**src/rtl/qos_csr_slave.sv**
```systemverilog
// qos_csr_slave: memory-mapped CSR slave for channel QoS configuration and status.
//
// Register map:
//   0x00 CONFIG (RW): [0] fallback_enable, [1] manual_enable, [3:2] manual_channel,
//                     [11:4] channel_priority, [31:12] reset_timer
//   0x01 STATUS (RO): [1:0] active_channel, [5:2] sig_present, [6] cfg_err
//   0x02 LOSS   (RO): {cnt4, cnt3, cnt2, cnt1}, saturating 8-bit loss counters
//   Unmapped addresses read as zero; writes to them are ignored.
//
// Ports:
//   rclk, rst_n        clock, asynchronous active-low reset
//   mm_write_en/read_en, mm_addr, mm_wdata  register access, one request per cycle
//   mm_rdata           registered read data, 1-cycle latency, held until the next read
//   active_channel, sig_present, loss_pulse  status inputs (rclk-synchronous)
//   fallback_enable, manual_enable, manual_channel, channel_priority, reset_timer
//                      CONFIG fields
//   cfg_update         one-cycle pulse after an accepted CONFIG write
//
// Optional feature: define QOS_CSR_CLEAR_ON_READ_EN to clear the loss counters when
// LOSS is read. Without it the counters clear only on reset.

module qos_csr_slave #(
  parameter logic [19:0] RST_TIMER    = 20'd2250,
  parameter logic [7:0]  RST_PRIORITY = 8'b11_10_01_00
) (
  input  logic        rclk,
  input  logic        rst_n,
  input  logic        mm_write_en,
  input  logic        mm_read_en,
  input  logic [7:0]  mm_addr,
  input  logic [31:0] mm_wdata,
  output logic [31:0] mm_rdata,
  input  logic [1:0]  active_channel,
  input  logic [3:0]  sig_present,
  input  logic [3:0]  loss_pulse,
  output logic        fallback_enable,
  output logic        manual_enable,
  output logic [1:0]  manual_channel,
  output logic [7:0]  channel_priority,
  output logic [19:0] reset_timer,
  output logic        cfg_update
);

  localparam logic [7:0] AddrConfig = 8'h00;
  localparam logic [7:0] AddrStatus = 8'h01;
  localparam logic [7:0] AddrLoss   = 8'h02;

  logic        r_fallback;
  logic        r_manual;
  logic [1:0]  r_manual_ch;
  logic [7:0]  r_prio;
  logic [19:0] r_timer;
  logic        r_cfg_err;
  logic        r_cfg_update;
  logic [31:0] r_rdata;
  logic [7:0]  r_cnt [4];

  logic        w_cfg_wr;
  logic        w_loss_rd;
  logic        w_clr_on_rd;
  logic [3:0]  w_seen;
  logic        w_perm;
  logic [31:0] w_config;
  logic [31:0] w_status;
  logic [31:0] w_loss;
  logic [31:0] w_rdata;

  assign w_cfg_wr  = mm_write_en && (mm_addr == AddrConfig);
  assign w_loss_rd = mm_read_en && (mm_addr == AddrLoss);

`ifdef QOS_CSR_CLEAR_ON_READ_EN
  assign w_clr_on_rd = w_loss_rd;
`else
  assign w_clr_on_rd = 1'b0;
`endif

  // Four 2-bit fields form a permutation of 0..3 exactly when every value is seen.
  always_comb begin
    w_seen = '0;
    for (int i = 0; i < 4; i++) begin
      w_seen[mm_wdata[4 + 2*i +: 2]] = 1'b1;
    end
    w_perm = &w_seen;
  end

  assign w_config = {r_timer, r_prio, r_manual_ch, r_manual, r_fallback};
  assign w_status = {25'd0, r_cfg_err, sig_present, active_channel};
  assign w_loss   = {r_cnt[3], r_cnt[2], r_cnt[1], r_cnt[0]};

  // Read mux sees pre-edge register state, so a read-with-write returns the old CONFIG.
  always_comb begin
    w_rdata = 32'd0;
    unique case (mm_addr)
      AddrConfig: w_rdata = w_config;
      AddrStatus: w_rdata = w_status;
      AddrLoss:   w_rdata = w_loss;
      default:    w_rdata = 32'd0;
    endcase
  end

  always_ff @(posedge rclk or negedge rst_n) begin
    if (!rst_n) begin
      r_fallback   <= 1'b1;
      r_manual     <= 1'b0;
      r_manual_ch  <= 2'd0;
      r_prio       <= RST_PRIORITY;
      r_timer      <= RST_TIMER;
      r_cfg_err    <= 1'b0;
      r_cfg_update <= 1'b0;
    end else begin
      r_cfg_update <= w_cfg_wr;
      if (w_cfg_wr) begin
        r_fallback  <= mm_wdata[0];
        r_manual    <= mm_wdata[1];
        r_manual_ch <= mm_wdata[3:2];
        r_prio      <= mm_wdata[11:4];
        r_timer     <= mm_wdata[31:12];
        r_cfg_err   <= !w_perm;
      end
    end
  end

  always_ff @(posedge rclk or negedge rst_n) begin
    if (!rst_n) begin
      r_rdata <= 32'd0;
    end else if (mm_read_en) begin
      r_rdata <= w_rdata;
    end
  end

  // A pulse coinciding with a clearing read counts into the freshly cleared counter.
  always_ff @(posedge rclk or negedge rst_n) begin
    if (!rst_n) begin
      for (int i = 0; i < 4; i++) r_cnt[i] <= 8'd0;
    end else begin
      for (int i = 0; i < 4; i++) begin
        if (w_clr_on_rd) begin
          r_cnt[i] <= {7'd0, loss_pulse[i]};
        end else if (loss_pulse[i] && (r_cnt[i] != 8'hFF)) begin
          r_cnt[i] <= r_cnt[i] + 8'd1;
        end
      end
    end
  end

  assign mm_rdata         = r_rdata;
  assign fallback_enable  = r_fallback;
  assign manual_enable    = r_manual;
  assign manual_channel   = r_manual_ch;
  assign channel_priority = r_prio;
  assign reset_timer      = r_timer;
  assign cfg_update       = r_cfg_update;

endmodule
```
**config.mk**
```make
export PLATFORM = sky130hd
export DESIGN_NAME = qos_csr_slave
export DESIGN_NICKNAME = d
export VERILOG_FILES = /design/src/rtl/qos_csr_slave.sv
export SDC_FILE = /design/constraint.sdc
export NUM_CORES = 1
export LEC_CHECK = 0
export ABC_AREA = 1
export CORE_UTILIZATION = 38
export DETAILED_ROUTE_END_ITERATION = 8
export GPL_TIMING_DRIVEN = 0
export SLEW_MARGIN = 40
export SYNTH_ARGS = -nofsm -noshare
export SYNTH_HDL_FRONTEND = slang
export SYNTH_SLANG_ARGS = --single-unit
```
**constraint.sdc**
```tcl
create_clock -name rclk -period 1.56 [get_ports rclk]
set_input_delay 0.156 -clock rclk [delete_from_list [all_inputs] [get_ports rclk]]
set_output_delay 0.156 -clock rclk [all_outputs]
set_load 0.005 [all_outputs]
```
Yosys cells after proc, flatten, opt, wreduce, memory -nomap -nowiden --
Cells that the tools add are included.
Cells by class: add/sub/neg operators 4, magnitude comparators 8, eq/ne operators 6, multiplexer cells 9, bitwise logic cells 3, reductions and logical operators 12
Operators with widths (count):
- $pmux W32 S3 | 1
- $add A8 B1 Y8 const B | 4
- $ne A8 B8 Y1 const B | 4
- $lt A2 B3 Y1 const B | 4
- $or A4 B4 Y4 | 3
- $logic_and A1 B1 Y1 | 9
- $demux W1 S2 | 4
- $eq A8 B1 Y1 const B | 1
- $eq A8 B2 Y1 const B | 1
- $ge A2 B1 Y1 const B | 4
- $logic_not A8 Y1 | 1
- $mux W1 | 4
- $reduce_and A4 Y1 | 1
- $logic_not A1 Y1 | 1
Word-level totals: bits in registers 98, output and inout port bits 65, word-level logic and storage cells 54

Logic depth before layout (Yosys ltp) --
Gate-level depths: netlist of the first run.
depth in word-level cells 9, mapped depth 9, mapped depth without buffers 9

Worst setup path after synthesis of the first run --
No wires, ideal clock.
kind reg-to-reg, from register r_cnt[24] (netlist bit), to register r_cnt[31] (netlist bit), library setup time 116 ps, data arrival time 1170 ps, data required time 1444 ps, slack 273 ps, cell stages (with the launch flop) 9, path buffers 0, period minus slack after synthesis 1287 ps, path through dfrtp_1 -> ha_1 -> nand2_1 -> nor3_2 -> nand2_1 -> nand2_2 -> inv_2 -> nand2_1 -> nand2_1
On the way: cells in the longest elaborated chain, start to end 2
Ends and longest elaborated chain:
- start, declared | line 56 | logic [7:0] r_cnt [4];
- start signal, assigned by index | line 138 | r_cnt[i] <= {7'd0, loss_pulse[i]};
- start signal, assigned by index | line 140 | r_cnt[i] <= r_cnt[i] + 8'd1;
- branches (longest 2 deep; another with $add A8 B1 Y8)
Parallel ways; which one is timed is not known. A chain may end at the register's enable or synchronous reset.

Worst setup path after layout of the first run --
from register r_cnt[9] (netlist bit), to register r_cnt[12] (netlist bit)
Same word-level chain as after synthesis.

==> results.ini, run 1 <==
[outcome]
status = complete, no violations

[die]
boundaryPins = 119
start_util_pct = 39.0
die-area_sq_um = 13400
die_h_um = 116
design.core.area_sq_um = 12600
rows = 41
die_x_um = 116

[final_layout]
layout.nets = 826
multi_input_area_sq_um = 2150
n_antenna_cell = 0
fin_cells = 945
final_util_pct = 53.0
regArea_sq_um = 2460
area_delta_synth_final_pct = 35.7
drive_gt1_share_pct = 11.0
fillers = 1239

[yosys]
synthArstFlopShare_pct = 100
synth_fp_nets = 694
syn-cell-area_sq_um = 4930
synth_edf_count = 0
synthFlopType = dfrtp_1
avgSynthCellArea_sq_um = 7.75
synth-seq-cells = 98
ys_seq_area_share_pct = 50.0
yosysUniqueCellTypes = 27
netlist_instances = 636
yosysWarnings = 0

[clocking]
cts_tree = done
cts_sinks = 98
numCtsBuffers = 9
insertion_delay_ns = 0.35
cts_buffer_depth = 2
clk_pin_slew_ns = 0.07
root_buffer = clkbuf_16
htreeDepth = 3

[sta]
slew_violations = 0
rsz0062_at_grt = no
relSlewSlack_pct = 57.9
clock-skew-final_ns = 0.00925
worstMarginPinSlew_ns = 0.631
fin_setup_tns_ns = 0
max_freq_mhz = 693
period_needed_ns = 1.44
setup_viol = 0
fin_ws_ns = 0.118
hold_viol_final = 0
finalCritPeriodShare_pct = 92.5

[detailed_routing]
routed_wl_um = 13200
ant_nets = 0
avgRoutedWirePerCell_um = 14.0
drt-pass1-iter-count = 4
via_per_inst = 4.69
vias = 4431
drt_iter0_drc = 266
drc_errors = 0

[place]
dpl.cell_count = 926
hpwl_um = 9670
dp_slack_ns = -0.145
gp_congestion = 0.808
port_buffers = 117

[min_path]
hp-class = in -> reg
hp-start = mm_read_en
hold-path-cell-count = 3

[worst_setup_path]
reg2reg_depth = 8
endpoint_kind = flip-flop
startpoint_type = flip-flop
required_ns = 1.79
worstPathMaxFanout = 10
r2r_start = r_cnt[9]
path_class = reg -> reg
critPathArrivalTime_ns = 1.67
critPathLaunch = r_cnt[9]

[grt]
gr-total-overflow = 0
track_usage_pct = 20.7
grt_max_degree = 53
grt_pass1_vias = 4403
grt_pass1_wl_um = 21400
antenna_found_initial = 0

[power]
peakVddDrop_uv = 502
leakagePower_uw = 0.00341
p_per_area_nw_per_um2 = 969

[job]
max_cap_violations = 0

## state kept, by name, indices dropped and copies added, names as in the netlist
name              cells
channel_priority      8
r_cnt                32
reset_timer          20
manual_enable         1
r_cfg_err             1
cfg_update            1
fallback_enable       1
mm_rdata             32
manual_channel        2
## cell type report
type | count | share of cell area, %
Sequential cell | 98 | 36.9
Inverter | 54 | 3.14
Clock inverter | 2 | 0.187
Timing Repair Buffer | 121 | 18.6
Clock buffer | 14 | 3.95
Buffer | 19 | 1.82
Tap cell | 172 | 3.22
Multi-Input combinational cell | 465 | 32.2
## final timing paths
check | to | slack (ns)
setup / recovery | r_cnt[12] | 0.12
hold / removal | mm_rdata[1] | 0.1
setup reg to reg | r_cnt[12] | 0.12
hold reg to reg | reset_timer[11] | 0.48
max in group asynchronous | channel_priority[2] | 0.62
min in group asynchronous | mm_rdata[28] | 0.30
## per-layer routing
layer / GRT usage [%] / wire length (um)
met4: 8.29 / 164
met5: 0 / 0
met2: 33.5 / 6290
met3: 3.09 / 552
met1: 27.9 / 6230
## placed cells by master (no fill, tap or decap), drive strengths merged
cell,count
buf,20
clkbuf,17
clkdlybuf4s50,106
clkinv,2
clkinvlp,1
dfrtp,88
dfstp,10
dlygate4sd2,3
dlygate4sd3,1
dlymetal6s2s,7
ha,4
inv,53
nand2,330
nand3,40
nand4,1
nor2,21
nor3,8
o21ai,46
xnor2,2
xor2,13
## cells by family (layout without fill, tap and decap cells)
| family | after synthesis | in the layout | share of synthesized area (%) |
|---|---|---|---|
| flip-flops | 98 | 98 | 50.0 |
| XOR/XNOR | 15 | 15 | 2.67 |
| adder cells (fa/ha/maj) | 4 | 4 | 1.02 |
| AO/OA/AOI/OAI | 46 | 46 | 6.20 |
| AND/OR/NAND/NOR | 400 | 400 | 33.4 |
| buffers and inverters | 73 | 210 | 6.68 |
## critical path, cell delays in order (launching register included)
cell and delay [ns]:
dfrtp_1 0.37, ha_2 0.21, nand3_1 0.14, nor2_2 0.17, nand2_1 0.11, nand2_4 0.10, inv_2 0.09, nand2_1 0.07
o21ai_0 0.07
## cells in the mapped netlist (5+ instances only)
cell type  instances  area [sq um]
inv_2              5          18.8
o21ai_0           15          75.1
dfstp_2           10           263
nand3_1           40           200
dfrtp_1           88          2200
o21ai_1           11          55.1
xor2_1            13           114
buf_2              7          35.0
nand2_1          323          1210
o21ai_2           20           175
nor2_1            17          63.8
inv_1             48           180
## what timing repair did
item | 4_1_cts | 5_1_grt
pin swaps | 0 | 2
gates resized for setup | 3 | 14
setup endpoints to repair | 3 | 26
hold buffers | 1 | 0
hold endpoints to repair | 41 | 0
setup buffers | 0 | 2
## per-stage QoR
| stage | hold slack, ns | power [uW] | instance area [sq um] |
|---|---|---|---|
| after CTS | 0.0933 | 6480 | 6630 |
| after global routing | 0.134 | 6800 | 6690 |
| after global placement | 0.456 | 4300 | 6310 |
| after floorplan | -0.140 | 3850 | 4930 |
| final | 0.0987 | 6480 | 6690 |
| after detailed placement | 0.0841 | 4370 | 6340 |
## power by group
group	switching, uW	internal, uW	total, uW
clock	943	1170	2110
combinational	716	530	1250
sequential	266	2850	3120
total	1930	4550	6480
No activity file was read; power rests on OpenSTA's default activity.
==> inputs of run 2 (changes only) <==
- clock period: 1.56 -> 1.8 ns (I/O delays scaled with it)
==> results.ini, run 2 (same netlist as run 1, synthesis figures left out) <==
[grt]
gr-total-overflow = 0  ; unchanged
grt_pass1_vias = 4400  ; -0.068%
track_usage_pct = 20.7  ; unchanged
antenna_found_initial = 0  ; unchanged
grt_max_degree = 53  ; unchanged
grt_pass1_wl_um = 21400  ; about the same

[worst_setup_path]
critPathTopFamily = flip-flops
cp.depth = 1  ; -7
crit_chain = clkdlybuf4s50_1
critPathLaunch = fallback_enable
endpoint_kind = output pin
reg2reg_depth = 8  ; unchanged
r2r_start = r_cnt[24]
critPathArrivalTime_ns = 1.42  ; -0.25 ns
cp_slowest_cell = dfstp_2
startpoint_type = flip-flop
path_class = reg -> out
required_ns = 1.62  ; -0.17 ns
worstPathMaxFanout = 3  ; -7
worst-path-buf-inv = 1  ; unchanged
critical-path-max-stage-delay_ns = 0.56  ; +0.19 ns

[final_layout]
drive_gt1_share_pct = 10.4  ; -0.62 points
final_common_cell = nand2_1
fillers = 1241  ; +0.16%
fin_cells = 943  ; -0.21%
layout.nets = 824  ; -0.24%
n_antenna_cell = 0  ; unchanged
area_delta_synth_final_pct = 34.6
mostFrequentLayoutCells = nand2_1 (323), clkdlybuf4s50_1 (116), dfrtp_1 (88)

[clocking]
htreeDepth = 3  ; unchanged
post_cts_buffers = 0  ; unchanged
clk_pin_slew_ns = 0.06  ; about the same
cts_sinks = 98  ; unchanged
cts_buffer_depth = 2  ; unchanged
ctsResizeCount = 0  ; -3
insertion_delay_ns = 0.34  ; about the same
cts_tree = done
numCtsBuffers = 9  ; unchanged
root_buffer = clkbuf_16

[power]
p_per_area_nw_per_um2 = 842  ; -13%
leakagePower_uw = 0.00327  ; -4.4%
peakVddDrop_uv = 435  ; -13%

[sta]
slew_violations = 0  ; unchanged
rsz0062_at_grt = no
setup_viol = 0  ; unchanged
worstMarginPinSlew_ns = 0.627  ; -0.00401 ns
period_needed_ns = 1.60
finalCritPeriodShare_pct = 88.6
fin_setup_tns_ns = 0  ; unchanged
relSlewSlack_pct = 58.2  ; +0.27 points
max_freq_mhz = 627
hold_viol_final = 0  ; unchanged
clock-skew-final_ns = 0.00723  ; -0.00202 ns

[detailed_routing]
drt-pass1-iter-count = 4  ; unchanged
drc_errors = 0  ; unchanged
avgRoutedWirePerCell_um = 14.0  ; -0.16%
drt_iter0_drc = 228  ; -14%
ant_nets = 0  ; unchanged
routed_wl_um = 13200  ; -0.37%
via_per_inst = 4.67  ; -0.47%
vias = 4401  ; -0.68%

[job]
max_cap_violations = 0  ; unchanged

[min_path]
hp-start = mm_read_en
hold-path-cell-count = 3  ; unchanged
hp-class = in -> reg

[outcome]
status = complete, no violations

[die]
rows = 41  ; unchanged
die_h_um = 116  ; unchanged
die-area_sq_um = 13400  ; unchanged
die_x_um = 116  ; unchanged
boundaryPins = 119  ; unchanged
start_util_pct = 39.0  ; unchanged
design.core.area_sq_um = 12600  ; unchanged

[place]
port_buffers = 117  ; unchanged
gp_congestion = 0.808  ; unchanged
dpl.cell_count = 926  ; unchanged
hpwl_um = 9670  ; unchanged

## run 2: cell count changes in the layout (fill, tap and decap cells not counted), sizes merged
| cell | before | now |
|---|---|---|
| buf | 20 | 18 |
| clkdlybuf4s50 | 106 | 116 |
| dlygate4sd2 | 3 | 0 |
| dlymetal6s2s | 7 | 0 |
## run 2: through the flow
stage	hold WS [ns]	setup WS [ns]	cell area (sq um)	power, uW	util [%]
after floorplan	-0.116	0.513	4930	3340	-
after global placement	0.463	-3.20	6310	3730	50.0
after detailed placement	0.108	0.0710	6340	3790	50.3
after CTS	0.117	0.197	6630	5620	52.5
after global routing	0.158	0.140	6630	5870	52.5
final	0.130	0.205	6630	5580	52.5
## run 2: layout make-up
type / instances / area (sq um) / share of cell area, %
clock inverters: 2 / 12.5 / 0.189
inverters: 54 / 208 / 3.13
repair buffers: 119 / 1210 / 18.3
multi-input cells: 465 / 2130 / 32.2
clock buffers: 14 / 264 / 3.98
plain buffers: 19 / 121 / 1.83
well taps: 172 / 215 / 3.25
flip-flops and latches: 98 / 2460 / 37.2
## run 2: what timing repair did
item                                    in CTS  in global routing
hold buffers                                 1                  0
endpoints found under the setup margin       0                  0
endpoints found under the hold margin       41                  0
## run 2: per-layer routing
| layer | vias to the layer above | part of all wire, % | wire (um) | GRT usage [%] |
|---|---|---|---|---|
| li1 | 2218 | - | - | - |
| met1 | 2074 | 47 | 6170 | 27.9 |
| met2 | 96 | 47 | 6240 | 33.5 |
| met3 | 13 | 4.4 | 582 | 3.14 |
| met4 | 0 | 1.4 | 185 | 8.29 |
| met5 | - | 0 | 0 | 0 |
## run 2: where the power goes
group          switching (uW)  internal [uW]  leakage (uW)
sequential                233           2470       0.00129
clock                     815           1010      0.000133
combinational             609            442       0.00185
## run 2: worst paths after layout
path	slack, ns	end
worst max-delay path	0.20	fallback_enable
worst min-delay path	0.13	mm_rdata[1]
worst max register to register	0.27	r_cnt[31]
worst min register to register	0.48	reset_timer[11]
max in group asynchronous	0.83	channel_priority[2]
min in group asynchronous	0.33	mm_rdata[28]
